[config.mk]
export PLATFORM = sky130hd
export DESIGN_NAME = dmem_arbiter
export DESIGN_NICKNAME = d
export VERILOG_FILES = /design/src/rtl/dmem_arbiter.sv
export SDC_FILE = /design/constraint.sdc
export NUM_CORES = 1
export LEC_CHECK = 0
export ABC_AREA = 0
export CAP_MARGIN = 5
export CORE_AREA = 2 2 51 53
export CTS_CLUSTER_SIZE = 28
export DETAILED_ROUTE_END_ITERATION = 6
export DIE_AREA = 0 0 53 55
export DONT_BUFFER_PORTS = 1
export REMOVE_ABC_BUFFERS = 1
export SYNTH_ARGS = -nofsm -noshare
export SYNTH_HDL_FRONTEND = slang
export SYNTH_SLANG_ARGS = --single-unit
[constraint.sdc]
create_clock -name clk -period 5.3 [get_ports clk]
set_clock_uncertainty 0.15 [all_clocks]
set_input_delay 0.795 -clock clk [delete_from_list [all_inputs] [get_ports clk]]
set_output_delay 0.795 -clock clk [all_outputs]
set_load 0.03 [all_outputs]
[src/rtl/dmem_arbiter.sv]
// dmem_arbiter: shares one single-port data SRAM between the CPU datapath and a debug/loader port,
// alternating on contention and letting debug hold the port for bounded locked bursts.
module dmem_arbiter #(
  parameter int ADDR_W    = 7,
  parameter int DATA_W    = 16,
  parameter int MAX_BURST = 4
) (
  input  logic              clk,
  input  logic              reset,
  input  logic              cpuReq,
  input  logic              cpuWrite,
  input  logic [ADDR_W-1:0] cpuAdrx,
  input  logic [DATA_W-1:0] cpuWrData,
  output logic              cpuGrant,
  output logic              cpuStall,
  output logic [DATA_W-1:0] cpuRdData,
  output logic              cpuValid,
  input  logic              dbgReq,
  input  logic              dbgWrite,
  input  logic              dbgLock,
  input  logic [ADDR_W-1:0] dbgAdrx,
  input  logic [DATA_W-1:0] dbgWrData,
  output logic              dbgGrant,
  output logic [DATA_W-1:0] dbgRdData,
  output logic              dbgValid,
  output logic              memEn,
  output logic              memWrite,
  output logic [ADDR_W-1:0] memAdrx,
  output logic [DATA_W-1:0] memWrData,
  input  logic [DATA_W-1:0] memRdData
);
  localparam logic [3:0] MB = 4'(MAX_BURST);
  logic       last_owner_q, last_owner_d;
  logic [3:0] burst_cnt_q, burst_cnt_d;
  logic       pend_rd_cpu_q, pend_rd_cpu_d;
  logic       pend_rd_dbg_q, pend_rd_dbg_d;
  logic       locked, expired;
  always_comb begin
    locked        = burst_cnt_q != 4'd0 && burst_cnt_q < MB;
    expired       = burst_cnt_q >= MB;
    // last_owner_q = 1 means debug won last; a finished burst hands contention to the CPU
    dbgGrant      = !reset && dbgReq && (locked || !cpuReq || (!expired && !last_owner_q));
    cpuGrant      = !reset && cpuReq && !dbgGrant;
    cpuStall      = cpuReq && !cpuGrant;
    memEn         = cpuGrant || dbgGrant;
    memWrite      = cpuGrant ? cpuWrite : dbgGrant && dbgWrite;
    memAdrx       = dbgGrant ? dbgAdrx : cpuAdrx;
    memWrData     = dbgGrant ? dbgWrData : cpuWrData;
    cpuValid      = pend_rd_cpu_q;
    dbgValid      = pend_rd_dbg_q;
    cpuRdData     = memRdData;
    dbgRdData     = memRdData;
    last_owner_d  = memEn ? dbgGrant : last_owner_q;
    // a locked grant right after an expired burst starts a fresh burst
    burst_cnt_d   = (dbgGrant && dbgLock) ? (expired ? 4'd1 : burst_cnt_q + 4'd1) : 4'd0;
    pend_rd_cpu_d = cpuGrant && !cpuWrite;
    pend_rd_dbg_d = dbgGrant && !dbgWrite;
  end
  always_ff @(posedge clk or posedge reset) begin
    if (reset) begin
      last_owner_q  <= 1'b1;
      burst_cnt_q   <= 4'd0;
      pend_rd_cpu_q <= 1'b0;
      pend_rd_dbg_q <= 1'b0;
    end else begin
      last_owner_q  <= last_owner_d;
      burst_cnt_q   <= burst_cnt_d;
      pend_rd_cpu_q <= pend_rd_cpu_d;
      pend_rd_dbg_q <= pend_rd_dbg_d;
    end
  end
endmodule

==> tab_implementation.tex <==
\begin{tabular}{lr}
\hline
Metric & Value \\
\hline
\multicolumn{2}{l}{\textbf{Worst setup path}} \\
\quad Maximum single-stage delay on the critical path & about 510 ps \\
\quad CP Data Required Time & approximately 4400 ps \\
\quad Worst path bufs/invs & 2 \\
\quad Critical path, cell by cell & inv\_1 > ha\_1 > a211o\_1 > a211oi\_4 > buf\_4 > mux2\_2 \\
\quad Startpoint type of the worst setup path & flop \\
\quad Critical-path cell with the highest stage delay & sky130\_fd\_sc\_hd\_\_a211oi\_4 \\
\quad CP endpoint kind & output pin \\
\quad Crit-path leading delay family & compound AO/OA/AOI/OAI gates \\
\quad Maximum fanout count along the critical path & 19 \\
\quad Crit Path Class & reg2out \\
\quad Arrival time reported for the critical path endpoint & between 2000 and 3000 ps \\
\multicolumn{2}{l}{\textbf{Clocking}} \\
\quad Number of buffers on the longest clock path & 2 \\
\quad H-tree Lvls & 1 \\
\quad Number of clock sinks & 7 \\
\quad Number of buffers inserted by hold repair at cts & 0 \\
\quad Clock latency at the later pin of the worst-skew pair & approximately 250 ps \\
\quad Total clock buffers created by CTS & 3 \\
\quad CTS tree & built \\
\quad Root Driver & sky130\_fd\_sc\_hd\_\_clkbuf\_4 \\
\quad Post-CTS Setup Inserts & 0 \\
\quad Worst-path clk slew & about 50 ps \\
\quad Post-CTS resize count & 0 \\
\multicolumn{2}{l}{\textbf{Logic synthesis}} \\
\quad Largest family of logic cells by synthesized area & buffers and inverters \\
\quad Total standard cell area after synthesis & between 800 and 900 um\^{}2 \\
\quad Share of the synthesized area in compound gates (AO/OA/AOI/OAI) & 0.0712 \\
\quad Dominant cell type by area after synthesis & sky130\_fd\_sc\_hd\_\_buf\_4 \\
\quad Instance count of the mapped netlist & 94 \\
\quad Share of synthesized area spent on multiplexers & 0.306 \\
\quad Share of synthesized cell area in and, or, nand and nor gates & 0.0712 \\
\quad Number of different library cells in the post-synthesis netlist & 24 \\
\quad Post-synthesis xor/xnor area fraction & 0 \\
\quad Post-synth EDFFs & 0 \\
\quad Largest cells by area after synthesis & sky130\_fd\_sc\_hd\_\_buf\_4 28\%, sky130\_fd\_sc\_hd\_\_mux2\_2 24\%, sky130\_fd\_sc\_hd\_\_dfrtp\_1 17\% \\
\quad Ranking of synthesized cells by instance count & 33 x sky130\_fd\_sc\_hd\_\_buf\_4, 19 x sky130\_fd\_sc\_hd\_\_mux2\_2, 6 x sky130\_fd\_sc\_hd\_\_dfrtp\_1 \\
\quad Cell with the most instances after synthesis & sky130\_fd\_sc\_hd\_\_buf\_4 \\
\quad Adder-cell area share of the yosys netlist & 0.0279 \\
\quad Synth Warn \# & 0 \\
\quad Portion of synthesized cell area occupied by the leading cell type & 0.277 \\
\quad Ys async rst share & 1.00 \\
\quad Synth Area per Inst & approximately 9.5 um\^{}2 \\
\quad Seq/Total Area, Yosys & 0.197 \\
\quad Total of flip-flops plus latches after synthesis & 7 \\
\quad Leading register cell type out of synthesis & sky130\_fd\_sc\_hd\_\_dfrtp\_1 \\
\multicolumn{2}{l}{\textbf{Placed design}} \\
\quad Detailed-placement wirelength estimate & roughly 2100 um \\
\quad \# port buffers & 0 \\
\quad Gpl congestion & $\sim$0.76 \\
\multicolumn{2}{l}{\textbf{Layout}} \\
\quad Area overhead of the layout relative to synthesis & -20.9\% \\
\quad Layout net count & 136 \\
\quad Share of layout cells above drive strength 1 & 0.469 \\
\quad Final standard cell utilization of the core & 0.299 \\
\quad Number of antenna cells inserted & 0 \\
\multicolumn{2}{l}{\textbf{Min path}} \\
\quad Worst Hold Class & in2async \\
\multicolumn{2}{l}{\textbf{Routing}} \\
\quad Iteration-0 DRC Markers & 7 \\
\quad Number of design rule violations left after detail routing & 0 \\
\quad Total number of vias & between 500 and 600 \\
\quad Wire length after detailed routing & approximately 2500 um \\
\quad Routed via count divided by cell count & $\sim$5.8 \\
\quad WL per Instance & around 26 um \\
\quad Antenna Nets Post-Route & 0 \\
\quad First-pass detailed-route iteration total & 4 \\
\multicolumn{2}{l}{\textbf{Pwr}} \\
\quad Maximum resistive drop on vdd & roughly 0.00013 V \\
\quad Power share of the combinational group & 0.403 \\
\quad Ratio of total power to cell area & roughly 250 mW/mm\^{}2 \\
\quad Cell-internal power & 106 uW \\
\quad Power share of the clock group & 0.267 \\
\quad Total net switching power & approximately 72 uW \\
\quad Lkg Pwr & 0.297 nW \\
\quad Sequential share of power & 0.330 \\
\quad Sw Share & 0.405 \\
\multicolumn{2}{l}{\textbf{Floorplanning}} \\
\quad Row cnt & 18 \\
\quad Die X-Extent & 53 um \\
\quad Initial Util & 0.379 \\
\quad Ports placed on the boundary & between 100 and 150 \\
\quad Core region area & about 0.0024 mm\^{}2 \\
\quad Die height & 55 um \\
\quad Floorplan die area & slightly below 0.003 mm\^{}2 \\
\multicolumn{2}{l}{\textbf{STA}} \\
\quad Total Neg Setup Slack & 0 ps \\
\quad Final worst path period need & 3490 ps \\
\quad Hold violation count in the final report & 0 \\
\quad Part of the cycle the worst path needs & 0.659 \\
\quad Peak clock frequency supported by timing & $\sim$290 MHz \\
\quad Slew margin rel. & 0.573 \\
\quad Number of max-slew violations in the final report & 0 \\
\quad Actual transition at the worst max-transition pin & about 640 ps \\
\quad Setup repair after global routing missed its margin & no \\
\quad Setup violation total in the final timing report & 0 \\
\multicolumn{2}{l}{\textbf{Global route}} \\
\quad Vias in the first global route & between 500 and 600 \\
\quad Largest net degree at the start of global routing & 20 \\
\quad Overflow left after global routing & 0 \\
\quad Wire length of the first global-routing pass & $\sim$3200 um \\
\quad Antenna violations before repair & 0 \\
\quad Global-route total usage across every layer & 0.167 \\
\multicolumn{2}{l}{\textbf{Run}} \\
\quad Number of maximum-capacitance constraint violations & 0 \\
\multicolumn{2}{l}{\textbf{Run status}} \\
\quad Result of the run & complete, no violations \\
\hline
\end{tabular}
logic make-up after synthesis:
logic type                 Yosys count
adders and majority gates            2
and+or+nand+nor                     12
DFF                                  7
other                                1
buffers and inverters               40
muxes                               23
AOI/OAI and AO/OA                    9
stage by stage:
stage	area [um^2]	power (mW)	std cells	setup WS, ps	hold slack [ps]
5_1_grt	708	0.192	94	1620	221
3_5_place_dp	682	0.132	90	2050	334
2_1_floorplan	622	0.124	58	1330	312
3_3_place_gp	682	0.131	90	2120	337
4_1_cts	708	0.181	94	1780	215
6_report	708	0.178	94	1810	217
worst register-to-register path, delay by kind of cell, from the launching register on:
family	cells	cell delay (ps)
flip-flops	1	360
AO/OA/AOI/OAI	2	880
buffers and inverters	1	50
adder cells (fa/ha/maj)	1	180
AND/OR/NAND/NOR	1	250
metal layers:
metal,GRT usage,wire [um]
met4,0.0513,14
met3,0.142,445
met1,0.210,985
met5,0.0417,0
met2,0.198,1040
cells in the final DEF (no fill, tap or decap):
cell	Yosys	final
sky130_fd_sc_hd__and4_1	2	2
sky130_fd_sc_hd__a211oi_4	0	1
sky130_fd_sc_hd__a211o_1	1	1
sky130_fd_sc_hd__nor2b_1	1	1
sky130_fd_sc_hd__a21o_1	1	1
sky130_fd_sc_hd__nor2_1	4	4
sky130_fd_sc_hd__dfrtp_1	6	6
sky130_fd_sc_hd__nand2_1	2	2
sky130_fd_sc_hd__conb_1	1	1
sky130_fd_sc_hd__a21oi_1	2	2
sky130_fd_sc_hd__ha_1	2	2
sky130_fd_sc_hd__clkbuf_4	0	3
sky130_fd_sc_hd__mux2_4	4	4
sky130_fd_sc_hd__mux2_2	19	19
sky130_fd_sc_hd__dfstp_2	1	1
sky130_fd_sc_hd__nor3_1	1	1
sky130_fd_sc_hd__nand2b_1	1	1
sky130_fd_sc_hd__inv_1	4	4
sky130_fd_sc_hd__o21ai_0	2	2
sky130_fd_sc_hd__and3_1	1	1
sky130_fd_sc_hd__o211ai_1	1	1
sky130_fd_sc_hd__clkbuf_1	1	1
sky130_fd_sc_hd__o21a_1	1	1
sky130_fd_sc_hd__buf_4	33	2
worst paths after layout:
| check | from | to | slack, ps | cells after the start |
|---|---|---|---|---|
| max | burst_cnt_q[0]$_DFF_PP0_ | memAdrx[4] | 1810 | 6 |
| min | reset | burst_cnt_q[2]$_DFF_PP0_ | 220 | 1 |
| max reg2reg | burst_cnt_q[0]$_DFF_PP0_ | burst_cnt_q[1]$_DFF_PP0_ | 3360 | 5 |
| min reg2reg | last_owner_q$_DFFE_PP1P_ | last_owner_q$_DFFE_PP1P_ | 340 | 2 |
| max in group asynchronous | reset | last_owner_q$_DFFE_PP1P_ | 4510 | 1 |
| min in group clk | last_owner_q$_DFFE_PP1P_ | last_owner_q$_DFFE_PP1P_ | 340 | 2 |
final cells by class:
type,instances,area [um^2]
Fill cell,251,1660
Clock buffer,4,26.3
Sequential cell,7,176
Multi-Input combinational cell,47,438
Inverter,4,15.0
Timing Repair Buffer,2,15.0
Tap cell,30,37.5
flip-flops by register name (all words and copies together) (netlist names):
register / count
burst_cnt_q: 4
cpuValid: 1
dbgValid: 1
last_owner_q: 1
power groups by stage:
| stage | logic [mW] | registers [mW] | clock network (mW) |
|---|---|---|---|
| floorplan | 0.0644 | 0.0593 | 0 |
| global placement | 0.0716 | 0.0597 | 0 |
| detailed placement | 0.0723 | 0.0597 | 0 |
| CTS | 0.0726 | 0.0589 | 0.0500 |
| global route | 0.0759 | 0.0591 | 0.0574 |
| finish | 0.0717 | 0.0588 | 0.0477 |
Note: power is estimated with default switching activity, not from simulation.
==> RTL edit: new RTL, same flow settings <==
The parameter `DATA_W` goes from 16 to 14.
--- a/src/rtl/dmem_arbiter.sv
+++ b/src/rtl/dmem_arbiter.sv
@@ -2,7 +2,7 @@
 // alternating on contention and letting debug hold the port for bounded locked bursts.
 module dmem_arbiter #(
   parameter int ADDR_W    = 7,
-  parameter int DATA_W    = 16,
+  parameter int DATA_W    = 14,
   parameter int MAX_BURST = 4
 ) (
   input  logic              clk,
Ports: changed (6 resized); port bits go from 131 to 119. No check against the original RTL was run, so the function may have changed too.
==> RTL edit against the unedited design <==
Setup slack lost 0.17 ns; design area shrank 6.4%; power shrank 3.8%; critical path depth shrank 1; critical path type unchanged; routed wire length shrank 16%; area after synthesis shrank 7.1%; register-to-register slack lost 0.54 ns; sequential share of layout area grew 1.7 points; count of clock-buffer cells in the layout is the same; via count shrank 5.9%; die area is the same; clock power grew 3%; sequential cell count is the same.
==> RTL edit: results (changes against the unedited design) <==
| Metric | Value |
|---|---|
| Max reg flops | 4 (unchanged) |
| First-pass iteration count of the detailed router | 2 (was 4) |
| Routed wire length per instance | 22.8 um (was 26.4 um) |
| Routed vias | 513 (was 545) |
| Post-route ant nets | 0 (unchanged) |
| Non-Filler Instances | 91 (was 94) |
| Placer Congestion | 0.711 (was 0.759) |
| # port buffers | 0 (unchanged) |
| Global-route wire length before repair | 2540 um (was 3220 um) |
| Syn avg cell area | 9.46 um^2 (was 9.53 um^2) |
| Total CTS buffers | 3 (unchanged) |
| Netlist cell types | 23 (was 24) |
| Clock latency at the later pin of the worst-skew pair | 0.26 ns |
| DR iter-0 viols | 3 (was 7) |
| N_diodes | 0 (unchanged) |
| Commonest cells in the netlist | buf_4 (28), mux2_2 (21), dfrtp_1 (6) (was buf_4 (33), mux2_2 (19), dfrtp_1 (6)) |
| Sw Ratio | 0.400 (was 0.405) |
| Ys flop type | dfrtp_1 (unchanged) |
| Mux share of post-synthesis cell area | 0.284 (was 0.306) |
| Register area share after synthesis | 0.212 (was 0.197) |
| Status | finished, final reports clean (unchanged) |
| Fraction of layout cells with a size suffix above 1 | 0.443 (was 0.469) |
| H-Tree Depth | 1 (unchanged) |
| CP max FO | 27 (was 19) |
| Rel. slew slack | 0.237 (was 0.573) |
| Adder-cell share of the synthesized area | 0.0301 (was 0.0279) |
| Largest net degree at the start of global routing | 28 (was 20) |
| Post-CTS resize count | 0 (unchanged) |
| Total GRT Usage | 0.131 (was 0.167) |
| WP data arrival | 2.72 ns (was 2.55 ns) |
| Postcts setup bufs | 0 (unchanged) |
| Vias in the first global route | 530 (was 560) |
| Fill count | 265 (was 251) |
| # nets final | 127 (was 136) |
| LEAKAGE | 0.270 nW (was 0.297 nW) |
| Max Buffers Root-to-Sink | 2 (unchanged) |
| Clock Tree Root | clkbuf_4 (unchanged) |
| Worst Hold Class | input pin to asynchronous set/reset pin (unchanged) |
| Post-synthesis compound-gate area fraction | 0.0857 (was 0.0712) |
| Largest cells by area after synthesis | mux2_2 (28%), buf_4 (25%), dfrtp_1 (18%) (was buf_4 (28%), mux2_2 (24%), dfrtp_1 (17%)) |
| Placed cells | 87 (was 90) |
| Worst vdd ir | 0.134 mV (about the same) |
| Post-DP HPWL | 1730 um (was 2120 um) |
| Final Slew Violations | 0 (unchanged) |
| Synth async-reset ratio | 1.00 (unchanged) |
## RTL edit: cell types whose count changed in the layout (fill, tap and decap cells not counted)
cell    delta
mux2_4     -4
buf_4      -1
mux2_2     +2
## RTL edit: area by class of cell
cell class,count,area share
Clock buffer,4,0.0396
Inverter,4,0.0226
Multi-Input combinational cell,45,0.604
Sequential cell,7,0.266
Tap cell,30,0.0566
Timing Repair Buffer,1,0.0113
## RTL edit: power by group through the flow
stage | sequential (mW) | clock, mW | combinational [mW]
floorplan | 0.0593 | 0 | 0.0588
global placement | 0.0596 | 0 | 0.0633
detailed placement | 0.0596 | 0 | 0.0640
CTS | 0.0587 | 0.0518 | 0.0643
global route | 0.0590 | 0.0549 | 0.0668
finish | 0.0588 | 0.0490 | 0.0638
## RTL edit: cells by family after synthesis
kind of cell             after synthesis
AO/OA/AOI/OAI                          9
adder cells (fa/ha/maj)                2
other                                  1
buffers and inverters                 36
multiplexers                          21
flip-flops                             7
AND/OR/NAND/NOR                       12
## RTL edit: final timing paths
path	start	end	slack [ns]	depth (start not counted)
worst max-delay path	burst_cnt_q[0]$_DFF_PP0_	memWrData[4]	1.63	5
worst max register to register	burst_cnt_q[0]$_DFF_PP0_	burst_cnt_q[1]$_DFF_PP0_	2.82	5
min in group clk	last_owner_q$_DFFE_PP1P_	last_owner_q$_DFFE_PP1P_	0.34	2
worst min register to register	last_owner_q$_DFFE_PP1P_	last_owner_q$_DFFE_PP1P_	0.34	2
worst min-delay path	reset	cpuValid$_DFF_PP0_	0.20	1
max in group asynchronous	reset	last_owner_q$_DFFE_PP1P_	4.53	1
## RTL edit: metal layers
layer / global-route usage / vias up / routed length (um)
li1: - / 214 / -
met2: 0.192 / 77 / 992
met1: 0.108 / 220 / 599
met4: 0.0256 / 0 / 12
met5: 0.0625 / - / 0
met3: 0.167 / 2 / 474
## RTL edit: critical path: stages (launching register included)
cell      delay (ns)
dfrtp_1         0.36
inv_1           0.05
ha_1            0.18
a211o_1         0.37
a211oi_4        0.97
mux2_2          0.52
## RTL edit: through the flow
stage / total power, mW / setup WS (ns) / util / instance area, um^2 / hold slack (ns)
final: 0.171 / 1.63 / 0.280 / 663 / 0.202
after global routing: 0.181 / 1.47 / 0.280 / 663 / 0.201
after CTS: 0.175 / 1.63 / 0.280 / 663 / 0.202
after detailed placement: 0.124 / 1.91 / 0.269 / 637 / 0.330
after global placement: 0.123 / 1.98 / 0.269 / 637 / 0.336
after floorplan: 0.118 / 1.96 / - / 592 / 0.312
